[src/rtl/sseg_num_decoder_if.sv]
// Start/result handshake between a requester and the 7-segment
// number decoder.
interface sseg_num_decoder_if #(
    parameter int NDIG = 4,
    parameter int W    = 8
);
    logic              start;
    logic [7*NDIG-1:0] segs_in;
    logic              busy;
    logic              valid;
    logic              err;
    logic [W-1:0]      value;

    modport master (
        output start, segs_in,
        input  busy, valid, err, value
    );

    modport slave (
        input  start, segs_in,
        output busy, valid, err, value
    );
endinterface

[src/rtl/sseg_num_decoder.sv]
// Digit-serial decoder: turns NDIG active-low 7-segment patterns
// (MSD first) back into a signed W-bit value.
module sseg_num_decoder #(
    parameter int NDIG = 4,
    parameter int W    = 8
) (
    input  logic                clk,
    input  logic                n_reset,
    sseg_num_decoder_if.slave   bus
);
    localparam int AW = 14;
    localparam int SW = 7 * NDIG;
    localparam int CW = (NDIG > 1) ? $clog2(NDIG) : 1;
    localparam logic [AW-1:0] POS_MAX = AW'((2 ** (W - 1)) - 1);
    localparam logic [AW-1:0] NEG_MAX = AW'(2 ** (W - 1));

    typedef enum logic [1:0] {
        S_IDLE,
        S_SCAN,
        S_DONE
    } state_t;

    state_t        state_q, state_d;
    logic [SW-1:0] sh_q, sh_d;
    logic [CW-1:0] cnt_q, cnt_d;
    logic [AW-1:0] acc_q, acc_d;
    logic          neg_q, neg_d;
    logic          any_q, any_d;
    logic          dig_q, dig_d;
    logic          bad_q, bad_d;
    logic          err_q, err_d;
    logic [W-1:0]  value_q, value_d;

    logic [6:0]    pat;
    logic          is_dig;
    logic          is_blank;
    logic          is_minus;
    logic [3:0]    dig;
    logic          fail;
    logic [W-1:0]  mag;

    assign pat = sh_q[SW-1 -: 7];

    always_comb begin
        is_dig   = 1'b1;
        is_blank = 1'b0;
        is_minus = 1'b0;
        dig      = 4'd0;
        unique case (pat)
            7'h40: dig = 4'd0;
            7'h79: dig = 4'd1;
            7'h24: dig = 4'd2;
            7'h30: dig = 4'd3;
            7'h19: dig = 4'd4;
            7'h12: dig = 4'd5;
            7'h02: dig = 4'd6;
            7'h78: dig = 4'd7;
            7'h00: dig = 4'd8;
            7'h18: dig = 4'd9;
            7'h7F: begin
                is_dig   = 1'b0;
                is_blank = 1'b1;
            end
            7'h3F: begin
                is_dig   = 1'b0;
                is_minus = 1'b1;
            end
            default: is_dig = 1'b0;
        endcase
    end

    always_comb begin
        state_d = state_q;
        sh_d    = sh_q;
        cnt_d   = cnt_q;
        acc_d   = acc_q;
        neg_d   = neg_q;
        any_d   = any_q;
        dig_d   = dig_q;
        bad_d   = bad_q;
        err_d   = err_q;
        value_d = value_q;
        fail    = 1'b0;
        mag     = '0;
        unique case (state_q)
            S_IDLE: begin
                if (bus.start) begin
                    state_d = S_SCAN;
                    sh_d    = bus.segs_in;
                    cnt_d   = '0;
                    acc_d   = '0;
                    neg_d   = 1'b0;
                    any_d   = 1'b0;
                    dig_d   = 1'b0;
                    bad_d   = 1'b0;
                end
            end
            S_SCAN: begin
                sh_d  = sh_q << 7;
                cnt_d = cnt_q + 1'b1;
                if (is_blank) begin
                    if (any_q) bad_d = 1'b1;
                end else if (is_minus) begin
                    if (any_q) begin
                        bad_d = 1'b1;
                    end else begin
                        neg_d = 1'b1;
                        any_d = 1'b1;
                    end
                end else if (is_dig) begin
                    acc_d = acc_q * AW'(10) + AW'(dig);
                    dig_d = 1'b1;
                    any_d = 1'b1;
                end else begin
                    bad_d = 1'b1;
                end
                // Result is formed from this cycle's updates so it is
                // already stable when valid rises.
                if (cnt_q == CW'(NDIG - 1)) begin
                    state_d = S_DONE;
                    fail = bad_d || !dig_d
                        || (neg_d && acc_d == '0)
                        || (!neg_d && acc_d > POS_MAX)
                        || (neg_d && acc_d > NEG_MAX);
                    mag     = acc_d[W-1:0];
                    err_d   = fail;
                    value_d = fail ? '0 : (neg_d ? -mag : mag);
                end
            end
            S_DONE: state_d = S_IDLE;
            default: state_d = S_IDLE;
        endcase
    end

    always_ff @(posedge clk or negedge n_reset) begin
        if (!n_reset) begin
            state_q <= S_IDLE;
            sh_q    <= '0;
            cnt_q   <= '0;
            acc_q   <= '0;
            neg_q   <= 1'b0;
            any_q   <= 1'b0;
            dig_q   <= 1'b0;
            bad_q   <= 1'b0;
            err_q   <= 1'b0;
            value_q <= '0;
        end else begin
            state_q <= state_d;
            sh_q    <= sh_d;
            cnt_q   <= cnt_d;
            acc_q   <= acc_d;
            neg_q   <= neg_d;
            any_q   <= any_d;
            dig_q   <= dig_d;
            bad_q   <= bad_d;
            err_q   <= err_d;
            value_q <= value_d;
        end
    end

    assign bus.busy  = (state_q == S_SCAN);
    assign bus.valid = (state_q == S_DONE);
    assign bus.err   = err_q;
    assign bus.value = value_q;
endmodule

[src/flat_wrapper.sv]
// flat-port wrapper written by rule: the top's interface ports become plain ports
module sseg_num_decoder_flat 
#(
    parameter int NDIG = 4,
    parameter int W    = 8
)
  (clk, n_reset, bus_start, bus_segs_in, bus_busy, bus_valid, bus_err, bus_value);
  sseg_num_decoder_if #(.NDIG(NDIG), .W(W)) bus_i ();
  input  logic clk;
  input  logic n_reset;
  input wire logic [$bits(bus_i.start)-1:0] bus_start;
  input wire logic [$bits(bus_i.segs_in)-1:0] bus_segs_in;
  output wire logic [$bits(bus_i.busy)-1:0] bus_busy;
  output wire logic [$bits(bus_i.valid)-1:0] bus_valid;
  output wire logic [$bits(bus_i.err)-1:0] bus_err;
  output wire logic [$bits(bus_i.value)-1:0] bus_value;
  assign bus_i.start = bus_start;
  assign bus_i.segs_in = bus_segs_in;
  assign bus_busy = bus_i.busy;
  assign bus_valid = bus_i.valid;
  assign bus_err = bus_i.err;
  assign bus_value = bus_i.value;
  sseg_num_decoder #(.NDIG(NDIG), .W(W)) u_core (.clk(clk), .n_reset(n_reset), .bus(bus_i));
endmodule
[config.mk]
export PLATFORM = sky130hd
export DESIGN_NAME = sseg_num_decoder_flat
export DESIGN_NICKNAME = d
export VERILOG_FILES = /design/src/rtl/sseg_num_decoder_if.sv /design/src/rtl/sseg_num_decoder.sv /design/src/flat_wrapper.sv
export SDC_FILE = /design/constraint.sdc
export NUM_CORES = 1
export LEC_CHECK = 0
export BUFFER_PORTS_ARGS = -buffer_cell sky130_fd_sc_hd__buf_2
export CORE_ASPECT_RATIO = 0.8
export CORE_MARGIN = 5
export CORE_UTILIZATION = 55
export DETAILED_ROUTE_END_ITERATION = 8
export MAX_ROUTING_LAYER = met4
export PLACE_DENSITY = 0.74
export SKIP_LAST_GASP = 1
export SYNTH_ARGS = -nofsm -noshare
export SYNTH_HDL_FRONTEND = slang
export SYNTH_SLANG_ARGS = --single-unit
export TNS_END_PERCENT = 1
[constraint.sdc]
create_clock -name clk -period 5.1 [get_ports clk]
set_input_delay 0.255 -clock clk [delete_from_list [all_inputs] [get_ports clk]]
set_output_delay 0.255 -clock clk [all_outputs]
set_load 0.02 [all_outputs]
* Word-level counts from Yosys, hierarchy flattened
Cells that the tools add are included.
Storage, ports and cells: output and inout port bits 11, word-level logic and storage cells 92, input bits 31, flip-flop bits (word level) 59
Operators by class: mux-type cells 40, multiply operators 1, add/sub/neg operators 3, reductions and logical operators 18, $lt $le $gt $ge 2, equal/unequal tests 18
Operator list (number):
- 2-to-1 mux 14 bit | 5
- one-hot mux 28 bit (2 select lines) | 1
- one-hot mux 4 bit (9 select lines) | 1
- == test 7 bit, second input constant | 4
- 2-to-1 mux 28 bit | 1
- one-hot mux 14 bit (2 select lines) | 1
- == test 7 x 5 -> 1 bit, second input constant | 3
- == test 7 x 6 -> 1 bit, second input constant | 3
- 2-to-1 mux 1 bit | 20
- 2-to-1 mux 8 bit | 2
- adder 14 x 4 -> 14 bit | 1
- greater-than comparator 14 x 7 -> 1 bit, second input constant | 1
- greater-than comparator 14 x 8 -> 1 bit, second input constant | 1
- zero test 14 bit | 1
- multiplier 14 x 3 -> 13 bit, second input constant | 1
- OR reduction 10 bit | 1
- negation 8 bit | 1
- one-hot mux 1 bit (2 select lines) | 4
- one-hot mux 2 bit (2 select lines) | 2
- == test 7 x 2 -> 1 bit, second input constant | 1
- zero test 7 bit | 1
- 2-to-1 mux 2 bit | 3
- AND reduction 2 bit | 3
- == test 2 bit, second input constant | 2
- other kinds (11) | 18

* Longest topological paths before layout
Gate-level depths: netlist of run 1.
word-level depth 13, depth in mapped cells 16, gate-level depth less buffers 14

* Worst setup path after synthesis of run 1
No wires, ideal clock.
kind flip-flop to flip-flop, from register u_core.sh_q[24], to register u_core.value_q[1], in the netlist u_core.bus.value[1], library setup time 0.096 ns, path slack 1.280 ns, data required time 5.004 ns, data arrival time 3.724 ns, clock period less this slack 3.820 ns, buffers on the path 2, cell stages (with the launch flop) 17, cell sequence dfrtp_1 buf_4 nor3b_1 nand2_1 o22ai_1 ha_1 inv_1 fa_1 nand2b_1 a2111oi_2 xor3_1 mux2i_2 a211o_1 nand4_1 a2111o_1 buf_6 o31ai_1
Between the ends: word-level cells in the longest chain between the ends 13, elaborated cells on any way between the ends 48, classes of those cells add/sub: 2; order compare: 2; eq/ne: 11; mux: 21; reduce/logical: 12
Ends and longest elaborated chain:
- start, declared | line sseg_num_decoder.sv:24 | logic [SW-1:0] sh_q, sh_d;
- start signal, assigned | line sseg_num_decoder.sv:138 | sh_q <= '0;
- start signal, assigned | line sseg_num_decoder.sv:149 | sh_q <= sh_d;
- parallel branches: the longest is 12 deep, another holds adder 14 x 4 -> 14 bit
- 2-to-1 mux 8 bit * | line sseg_num_decoder.sv:127 | value_d = fail ? '0 : (neg_d ? -mag : mag);
- end signal, assigned | line sseg_num_decoder.sv:157 | value_q <= value_d;
- end, declared | line sseg_num_decoder.sv:32 | logic [W-1:0] value_q, value_d;
Mark *: on every way between the ends. The select of a mux whose other input is x is not followed. A chain may end at the register's enable or synchronous reset.

* Worst setup path in the final report of run 1
from register u_core.sh_q[24], to register u_core.value_q[4], in the netlist u_core.bus.value[4]
The elaborated chain is that of the path after synthesis.

==> results of run 1 <==
-- power breakdown --
part	switching [W]	internal, W	total, W
clock network	0.000194	0.000284	0.000478
logic	0.000914	0.000601	0.00152
registers	0.000173	0.000613	0.000786
-- final cells by class --
class | instances | area (sq um) | area share (%)
Multi-Input combinational cell | 370 | 2530 | 54.2
Sequential cell | 59 | 1480 | 31.6
Timing Repair Buffer | 48 | 258 | 5.52
Clock buffer | 10 | 138 | 2.95
Tap cell | 105 | 131 | 2.81
Clock inverter | 5 | 77.6 | 1.66
Inverter | 16 | 60.1 | 1.29
-- state kept, by name (all words and copies together), names as in the netlist --
name,cells
u_core.dig_q,1
u_core.bad_q,1
u_core.bus.err,1
u_core.neg_q,1
u_core.sh_q,28
u_core.acc_q,14
u_core.cnt_q,2
u_core.any_q,1
u_core.state_q,2
u_core.bus.value,8
-- worst paths after layout --
path | startpoint | endpoint | slack [ns] | depth (start not counted)
hold / removal | n_reset | u_core.acc_q[6]$_DFFE_PN0P_ | 0.05 | 2
min in group clk | bus_segs_in[0] | u_core.sh_q[0]$_DFFE_PN0P_ | 0.20 | 3
setup reg to reg | u_core.sh_q[24]$_DFFE_PN0P_ | u_core.bus.value[4]$_DFFE_PN0P_ | 0.74 | 14
max in group asynchronous | n_reset | u_core.sh_q[23]$_DFFE_PN0P_ | 4.54 | 2
hold reg to reg | u_core.bus.value[7]$_DFFE_PN0P_ | u_core.bus.value[7]$_DFFE_PN0P_ | 0.47 | 2
setup / recovery | u_core.sh_q[24]$_DFFE_PN0P_ | u_core.bus.value[4]$_DFFE_PN0P_ | 0.74 | 14
-- per-stage QoR --
step | area (sq um) | power (W) | util, %
after floorplan | 4200 | 0.00196 | -
after global placement | 4460 | 0.00225 | 60.0
after detailed placement | 4460 | 0.00228 | 60.0
after CTS | 4670 | 0.00277 | 62.9
after global routing | 4670 | 0.00301 | 62.9
final | 4670 | 0.00278 | 62.9
-- cell usage in the layout (no fill, tap or decap), drive strengths merged, types with 3 or more instances in the layout --
cell    Yosys  final
mux2i       4      4
nand4       3      3
ha         24     24
nand2      49     49
nand2b      3      3
nor4        5      5
a22oi      16     16
xor2        8      8
dfrtp      59     59
or3         4      4
clkbuf     17     10
clkinv      1      3
buf         8     48
a22o        7      7
o21ai      57     57
inv        15     15
xnor2      15     15
a211oi      4      4
nand4b      3      3
and3b       8      8
a21oi      40     40
nor3b       7      7
nor3        8      8
nor2b      28     28
o31ai      11     11
nor2       18     18
a21o        3      3
-- routing by layer --
metal / vias up / track usage (%) / part of all wire [%]
met4: 0 / 6.19 / 0.96
met3: 10 / 4.50 / 5.6
met5: - / - / 0
li1: 1787 / - / -
met1: 1760 / 35.1 / 51
met2: 113 / 32.0 / 43
-- kinds of logic (layout without fill, tap and decap cells) --
group           Yosys count  count (layout)  share of synthesized area, %
compound gates          166             166                          25.9
xor+xnor                 24              24                          5.36
buf+inv                  41              79                          4.59
simple gates            150             150                          19.8
mux                       4               4                          1.04
fa+ha+maj                26              26                          8.10
flops                    59              59                          35.2
==> impl_metrics.env, run 1 <==
export IMPL_status="completed"
export IMPL_synth_cells=470
export IMPL_place_inst=598
export IMPL_critical_path_class="register to register"
export IMPL_crit_fanout=10
export IMPL_first_iter_violations=273
export IMPL_antenna_found_initial=0
export IMPL_ant_nets=0
export IMPL_die_h_um=88.2
export IMPL_grt_pass1_wl_um=17200
export IMPL_cp_start_kind="register"
export IMPL_slowest_delay_ns=0.57
export IMPL_fin_crit_sh_pct=85.4
export IMPL_synth_ff_latch_count=59
export IMPL_cap_violations=0
export IMPL_crit_path_end_kind="register"
export IMPL_synth_nets=527
export IMPL_drv_slew=0
export IMPL_critPathSlowestCell="a2111o_1"
export IMPL_drc_errors=0
export IMPL_max_clock_path_buffers=2
export IMPL_synth_common_cells="dfrtp_1 (59), o21ai_0 (54), nand2_1 (48)"
export IMPL_skew_ns=0.0130
export IMPL_io_buffer_count=41
export IMPL_p_leak_nw=2.08
export IMPL_synth_area_leaders="dfrtp_1 (35%), ha_1 (7.1%), o21ai_0 (6.4%), a21oi_1 (4.8%), nand2_1 (4.3%)"
export IMPL_async_flop_share_pct=100
export IMPL_worstPathCellList="nor3b_1 > nand2_1 > o22ai_1 > ha_1 > inv_1 > fa_1 > nand2b_1 > a2111oi_2 > xor3_1 > mux2i_2 > a211o_1 > nand4_1 > a2111o_1 > o31ai_1"
export IMPL_netlist_area_sq_um=4200
export IMPL_synth_edf_count=0
export IMPL_fin_hold_ws_ns=0.0529
export IMPL_synth_top_area_share_pct=35.2
export IMPL_place_ws_ns=0.801
export IMPL_coreArea_sq_um=7430
export IMPL_synth_avg_cell_area_sq_um=8.94
export IMPL_ir_drop_v=0.000290
export IMPL_post_cts_buffers=0
export IMPL_postCtsHoldBufs=0
export IMPL_yosysMostFrequentCell="dfrtp_1"
export IMPL_fin_nets=561
export IMPL_vias=3670
export IMPL_fin_ws_ns=0.744
export IMPL_cts_tree="built"
export IMPL_grt_overflow_total=0
export IMPL_final_hold_violation_count=0
export IMPL_tightest_slew_ns=0.749
export IMPL_finalSetupViolations=0
export IMPL_track_usage_pct=23.4
export IMPL_power_density_nw_per_um2=595
export IMPL_fillCellCount=663
export IMPL_fin_crit_ns=4.36
export IMPL_yosysSeqAreaShare_pct=35.2
export IMPL_yosysTopAreaCell="dfrtp_1"
export IMPL_cts_root_buf="clkbuf_8"
export IMPL_clk_pin_slew_ns=0.08
export IMPL_dieArea_sq_um=9500
export IMPL_slew_headroom_pct=49.7
export IMPL_via_per_inst=5.99
export IMPL_synth_main_ff_cell="dfrtp_1"
export IMPL_crit_family="compound AO/OA/AOI/OAI gates"
export IMPL_tns_ns=0
export IMPL_rsz0062_at_grt="no"
export IMPL_initial_utilization_pct=56.6
export IMPL_crit_buf_inv=1
export IMPL_gp_congestion=0.914
export IMPL_worstPathArrival_ns=4.60
export IMPL_wl_per_cell_um=16.4
export IMPL_die_x_um=108
export IMPL_num_rows=28
export IMPL_max_freq_mhz=230
export IMPL_dpl_hpwl_um=7250
export IMPL_routed_wl_um=10100
export IMPL_hp_class="input pin to asynchronous set/reset pin"
export IMPL_synth_warnings=0
export IMPL_cts_buffers=9
export IMPL_drive_gt1_share_pct=15.9
export IMPL_cts_sinks=59
export IMPL_area_delta_synth_final_pct=11.2
export IMPL_dr_pass1_iters=5
export IMPL_ios=42
export IMPL_cp_required_ns=5.34
export IMPL_finalNonFillerCells=613
export IMPL_grt_max_degree=60
export IMPL_antennaDiodeCount=0
export IMPL_ys_types=73
export IMPL_htreeDepth=3
export IMPL_grt_pass1_vias=3502
export IMPL_clock_latency_ns=0.35
export IMPL_post_cts_resized=0
(Power assumes the default switching activity.)
==> run 2, diff against run 1 <==
--- a/config.mk
+++ b/config.mk
@@ -13,6 +13,7 @@
 export MAX_ROUTING_LAYER = met4
 export PLACE_DENSITY = 0.74
 export SKIP_LAST_GASP = 1
+export SLEW_MARGIN = 5
 export SYNTH_ARGS = -nofsm -noshare
 export SYNTH_HDL_FRONTEND = slang
 export SYNTH_SLANG_ARGS = --single-unit
==> constraint.sdc (replaced) <==
create_clock -name clk -period 5.1 [get_ports clk]
set_input_delay 0.765 -clock clk [delete_from_list [all_inputs] [get_ports clk]]
set_output_delay 0.765 -clock clk [all_outputs]
set_load 0.02 [all_outputs]
==> run 2 against run 1 <==
  * Sequential share of layout area up 0.15 points
  * Register-to-register slack improved by 0.04 ns
  * Utilization shrank 0.30 points
  * Via count decreased by 0.25%
  * Fmax rose by 0.98%
  * Hold slack better by 0.42 ns
  * Non-clock buffer count decreased by 1
  * Combinational power about the same
  * Clock skew is essentially flat
  * Final area down 0.48%
  * Sequential power about the same
  * Critical endpoint is now u_core.bus.value[7]$_DFFE_PN0P_
==> impl_metrics.env, run 2 (synthesis gave the netlist of run 1 again) <==
export IMPL_drv_slew=0
export IMPL_die_h_um=88.2
export IMPL_route_met3_wl_um=615
export IMPL_initial_utilization_pct=56.6
export IMPL_antennaDiodeCount=0
export IMPL_wl_per_cell_um=16.6
export IMPL_finalSetupViolations=0
export IMPL_layout_cells_most_common_list="dfrtp_1 (59), o21ai_0 (54), nand2_1 (48)"
export IMPL_die_x_um=108
export IMPL_grt_max_degree=60
export IMPL_dr_pass1_iters=5
export IMPL_final_hold_violation_count=0
export IMPL_cts_tree="built"
export IMPL_max_clock_path_buffers=2
export IMPL_htreeDepth=3
export IMPL_dieArea_sq_um=9500
export IMPL_fillCellCount=664
export IMPL_fin_crit_ns=4.31
export IMPL_cts_root_buf="clkbuf_8"
export IMPL_slew_headroom_pct=45.2
export IMPL_crit_path_end_kind="register"
export IMPL_final_common_cell="dfrtp_1"
export IMPL_seqCellArea_sq_um=1480
export IMPL_critical_path_class="register to register"
export IMPL_gp_congestion=0.888
export IMPL_hp_class="register to register"
export IMPL_via_per_inst=5.97
export IMPL_fin_util_pct=62.6
export IMPL_wl_met2_um=4440
export IMPL_fin_area_sq_um=4650
export IMPL_cts_sinks=59
export IMPL_grt_pass1_vias=3518
export IMPL_antenna_found_initial=0
export IMPL_top_register="u_core.sh_q"
export IMPL_vias=3661
export IMPL_drive_gt1_share_pct=15.9
export IMPL_worstPathArrival_ns=4.55
export IMPL_highest_layer="met4"
export IMPL_crit_fanout=10
export IMPL_cap_violations=0
export IMPL_drc_errors=0
export IMPL_largest_register_ffs=28
export IMPL_multi_input_area_sq_um=2530
export IMPL_cp_startpoint="u_core.sh_q[24]$_DFFE_PN0P_"
export IMPL_grt_pass1_wl_um=17200
export IMPL_dpl_hpwl_um=7340
export IMPL_fin_hold_ws_ns=0.470
export IMPL_rsz0062_at_grt="no"
export IMPL_first_iter_violations=241
export IMPL_fin_crit_sh_pct=84.6
export IMPL_cts_buffers=9
export IMPL_fin_nets=560
export IMPL_ir_drop_v=0.000279
export IMPL_max_freq_mhz=232
export IMPL_ant_nets=0
export IMPL_dpl_cell_area_sq_um=4450
export IMPL_ios=42
export IMPL_post_cts_buffers=0
export IMPL_postCtsHoldBufs=0
export IMPL_clk_pin_slew_ns=0.07
export IMPL_post_cts_resized=0
export IMPL_coreArea_sq_um=7430
export IMPL_cp_required_ns=5.34
export IMPL_grt_overflow_total=0
export IMPL_num_rows=28
export IMPL_cp_start_kind="register"
export IMPL_tightest_slew_ns=0.817
export IMPL_power_density_nw_per_um2=589
export IMPL_track_usage_pct=23.4
export IMPL_routed_wl_um=10200
export IMPL_clock_latency_ns=0.34
export IMPL_area_delta_synth_final_pct=10.7
export IMPL_drt_met1_wl_um=5060
export IMPL_status="completed"
export IMPL_hp_start="u_core.bus.value[5]$_DFFE_PN0P_"
export IMPL_skew_ns=0.0134
export IMPL_p_leak_nw=2.06
export IMPL_tns_ns=0
export IMPL_r2r_start="u_core.sh_q[24]$_DFFE_PN0P_"
export IMPL_io_buffer_count=41
-- run 2: path summary, 6_finish.rpt --
path | endpoint | cells past startpoint | slack (ns)
max | u_core.bus.value[7]$_DFFE_PN0P_ | 14 | 0.79
min | u_core.bus.value[5]$_DFFE_PN0P_ | 2 | 0.47
max reg2reg | u_core.bus.value[7]$_DFFE_PN0P_ | 14 | 0.79
min reg2reg | u_core.bus.value[5]$_DFFE_PN0P_ | 2 | 0.47
max in group asynchronous | u_core.sh_q[26]$_DFFE_PN0P_ | 2 | 4.02
min in group asynchronous | u_core.bus.value[6]$_DFFE_PN0P_ | 2 | 0.56
-- run 2: critical path, cell delays in order, from the launching register on --
cell	delay (ns)
dfrtp_1	0.50
nor3b_1	0.45
nand2_1	0.12
o22ai_1	0.18
ha_1	0.19
inv_1	0.05
fa_1	0.39
nand2b_1	0.21
a2111oi_2	0.46
xor3_1	0.31
mux2i_2	0.27
a211o_1	0.14
nand4_1	0.09
a2111o_1	0.55
o31ai_1	0.31
-- run 2: layer usage --
layer,track usage [%],vias up
met5,-,-
met4,4.59,0
met3,5.45,6
met2,33.3,115
met1,34.1,1760
li1,-,1780
-- run 2: layout make-up --
cell class                 instances  share of cell area [%]
multi-input combinational        370                    54.4
inverter                          16                    1.29
sequential                        59                    31.8
timing repair buffer              47                    5.38
clock inverter                     7                    1.64
clock buffer                       9                    2.66
tap                              105                    2.83
-- run 2: per-stage QoR --
step,power (W),setup slack [ns],instances
floorplan,0.00196,1.28,470
global route,0.00295,0.437,613
finish,0.00274,0.786,613
CTS,0.00272,0.815,613
detailed placement,0.00228,0.832,597
global placement,0.00225,1.05,597
-- run 2: where the power goes --
group	internal, W	switching (W)
combinational	0.000594	0.000917
clock	0.000228	0.000211
sequential	0.000612	0.000176
==> run 3, diff against run 2 <==
--- a/config.mk
+++ b/config.mk
@@ -8,10 +8,10 @@
 export BUFFER_PORTS_ARGS = -buffer_cell sky130_fd_sc_hd__buf_2
 export CORE_ASPECT_RATIO = 0.8
 export CORE_MARGIN = 5
-export CORE_UTILIZATION = 55
+export CORE_UTILIZATION = 54
 export DETAILED_ROUTE_END_ITERATION = 8
 export MAX_ROUTING_LAYER = met4
-export PLACE_DENSITY = 0.74
+export PLACE_DENSITY = 0.76
 export SKIP_LAST_GASP = 1
 export SLEW_MARGIN = 5
 export SYNTH_ARGS = -nofsm -noshare
==> constraint.sdc (replaced) <==
create_clock -name clk -period 3.95 [get_ports clk]
set_input_delay 0.5925 -clock clk [delete_from_list [all_inputs] [get_ports clk]]
set_output_delay 0.5925 -clock clk [all_outputs]
set_load 0.02 [all_outputs]
==> run 3 against run 2 <==
  * Non-clock buffer count rose by 21
  * Fmax rose by 12%
  * Sequential cell count did not move
  * Clock skew fell by 0.0021 ns
==> impl_metrics.env, run 3 (synthesis gave the netlist of run 1 again) <==
export IMPL_fin_hold_ws_ns=0.383
export IMPL_dpl_hpwl_um=7730
export IMPL_track_usage_pct=24.1
export IMPL_drv_slew=0
export IMPL_initial_utilization_pct=56.0
export IMPL_layout_cells_most_common_list="dfrtp_1 (57), o21ai_0 (54), nand2_1 (48)"
export IMPL_io_buffer_count=41
export IMPL_ios=42
export IMPL_clk_pin_slew_ns=0.07
export IMPL_antennaDiodeCount=0
export IMPL_ir_drop_v=0.000473
export IMPL_max_clock_path_buffers=2
export IMPL_worstPathArrival_ns=4.08
export IMPL_drive_gt1_share_pct=22.3
export IMPL_cts_tree="built"
export IMPL_via_per_inst=5.93
export IMPL_max_freq_mhz=261
export IMPL_place_ws_ns=-0.0767
export IMPL_dr_pass1_iters=4
export IMPL_fillCellCount=618
export IMPL_rsz0062_at_grt="yes"
export IMPL_finalSetupViolations=0
export IMPL_seqCellArea_sq_um=1480
export IMPL_fin_crit_ns=3.84
export IMPL_wl_per_cell_um=17.0
export IMPL_routed_wl_um=10800
export IMPL_final_hold_violation_count=0
export IMPL_cts_sinks=59
export IMPL_ant_nets=0
export IMPL_cp_start_kind="register"
export IMPL_dieArea_sq_um=9650
export IMPL_grt_max_degree=41
export IMPL_grt_pass1_wl_um=17600
export IMPL_fin_ws_ns=0.113
export IMPL_hp_class="input pin to asynchronous set/reset pin"
export IMPL_finalPower_w=0.00380
export IMPL_skew_ns=0.0113
export IMPL_cap_violations=0
export IMPL_status="completed"
export IMPL_tightest_slew_ns=0.916
export IMPL_gp_congestion=0.946
export IMPL_die_h_um=88.9
export IMPL_clock_latency_ns=0.34
export IMPL_fin_crit_sh_pct=97.1
export IMPL_power_density_nw_per_um2=775
export IMPL_final_common_cell="dfrtp_1"
export IMPL_grt_pass1_vias=3498
export IMPL_area_delta_synth_final_pct=16.7
export IMPL_cts_buffers=9
export IMPL_fin_nets=582
export IMPL_cts_root_buf="clkbuf_8"
export IMPL_first_iter_violations=294
export IMPL_critical_path_class="register to register"
export IMPL_die_x_um=109
export IMPL_num_rows=28
export IMPL_cp_required_ns=4.20
export IMPL_p_leak_nw=2.20
export IMPL_crit_fanout=8
export IMPL_multi_input_area_sq_um=2620
export IMPL_drc_errors=0
export IMPL_slew_headroom_pct=39.0
export IMPL_htreeDepth=3
export IMPL_vias=3763
export IMPL_crit_path_end_kind="register"
export IMPL_coreArea_sq_um=7500
export IMPL_top_register="u_core.sh_q"
export IMPL_largest_register_ffs=28
export IMPL_grt_overflow_total=0
export IMPL_antenna_found_initial=0
run 3: per-layer routing:
layer  share of wire, %  global-route usage (%)  vias up
li1                   -                       -     1831
met1                 50                    37.0     1817
met2                 43                    32.0      100
met3                5.7                    4.30       15
met4                1.1                    6.54        0
met5                  0                       -        -
run 3: timing repair:
item,CTS,global route
pin swaps,1,11
cloned,1,0
hold buffers,0,0
buffers inserted,0,3
resized for setup,3,14
setup endpoints to repair,9,10
run 3: through the flow:
| stage | utilization (%) | area [sq um] | instances | setup TNS, ns |
|---|---|---|---|---|
| 2_1_floorplan | - | 4200 | 470 | 0 |
| 3_3_place_gp | 61.1 | 4580 | 615 | 0 |
| 3_5_place_dp | 61.1 | 4580 | 615 | -0.374 |
| 4_1_cts | 64.2 | 4820 | 632 | 0 |
| 5_1_grt | 65.4 | 4900 | 635 | -0.325 |
| 6_report | 65.4 | 4900 | 635 | 0 |
run 3: power breakdown:
group	internal (W)	switching, W	total (W)
sequential	0.000793	0.000208	0.00100
clock	0.000308	0.000262	0.000571
combinational	0.000902	0.00133	0.00223
run 3: area by class of cell:
type / count / area share, %
clock buffer: 10 / 2.81
clock inverter: 6 / 1.30
inverter: 16 / 1.22
multi-input combinational: 371 / 53.5
sequential: 59 / 30.2
tap: 105 / 2.68
timing repair buffer: 68 / 8.32
run 3: critical path: stages, from the launching register on:
cell       delay, ns
dfrtp_2         0.47
xnor2_1         0.15
o31a_1          0.26
o22ai_2         0.13
ha_2            0.19
inv_1           0.05
fa_2            0.35
nand2b_4        0.17
a2111oi_4       0.37
xor3_1          0.41
mux2i_2         0.20
a211o_1         0.13
nand4_1         0.16
a2111o_1        0.47
o31ai_2         0.24
run 3: worst paths after layout:
kind	slack (ns)	to	startpoint	cells past startpoint
min in group clk	0.48	u_core.bus.value[6]$_DFFE_PN0P_	u_core.bus.value[6]$_DFFE_PN0P_	2
setup reg to reg	0.11	u_core.bus.value[3]$_DFFE_PN0P_	u_core.sh_q[23]$_DFFE_PN0P_	14
hold / removal	0.38	u_core.acc_q[10]$_DFFE_PN0P_	n_reset	1
setup / recovery	0.11	u_core.bus.value[3]$_DFFE_PN0P_	u_core.sh_q[23]$_DFFE_PN0P_	14
max in group asynchronous	2.71	u_core.sh_q[23]$_DFFE_PN0P_	n_reset	2
hold reg to reg	0.48	u_core.bus.value[6]$_DFFE_PN0P_	u_core.bus.value[6]$_DFFE_PN0P_	2
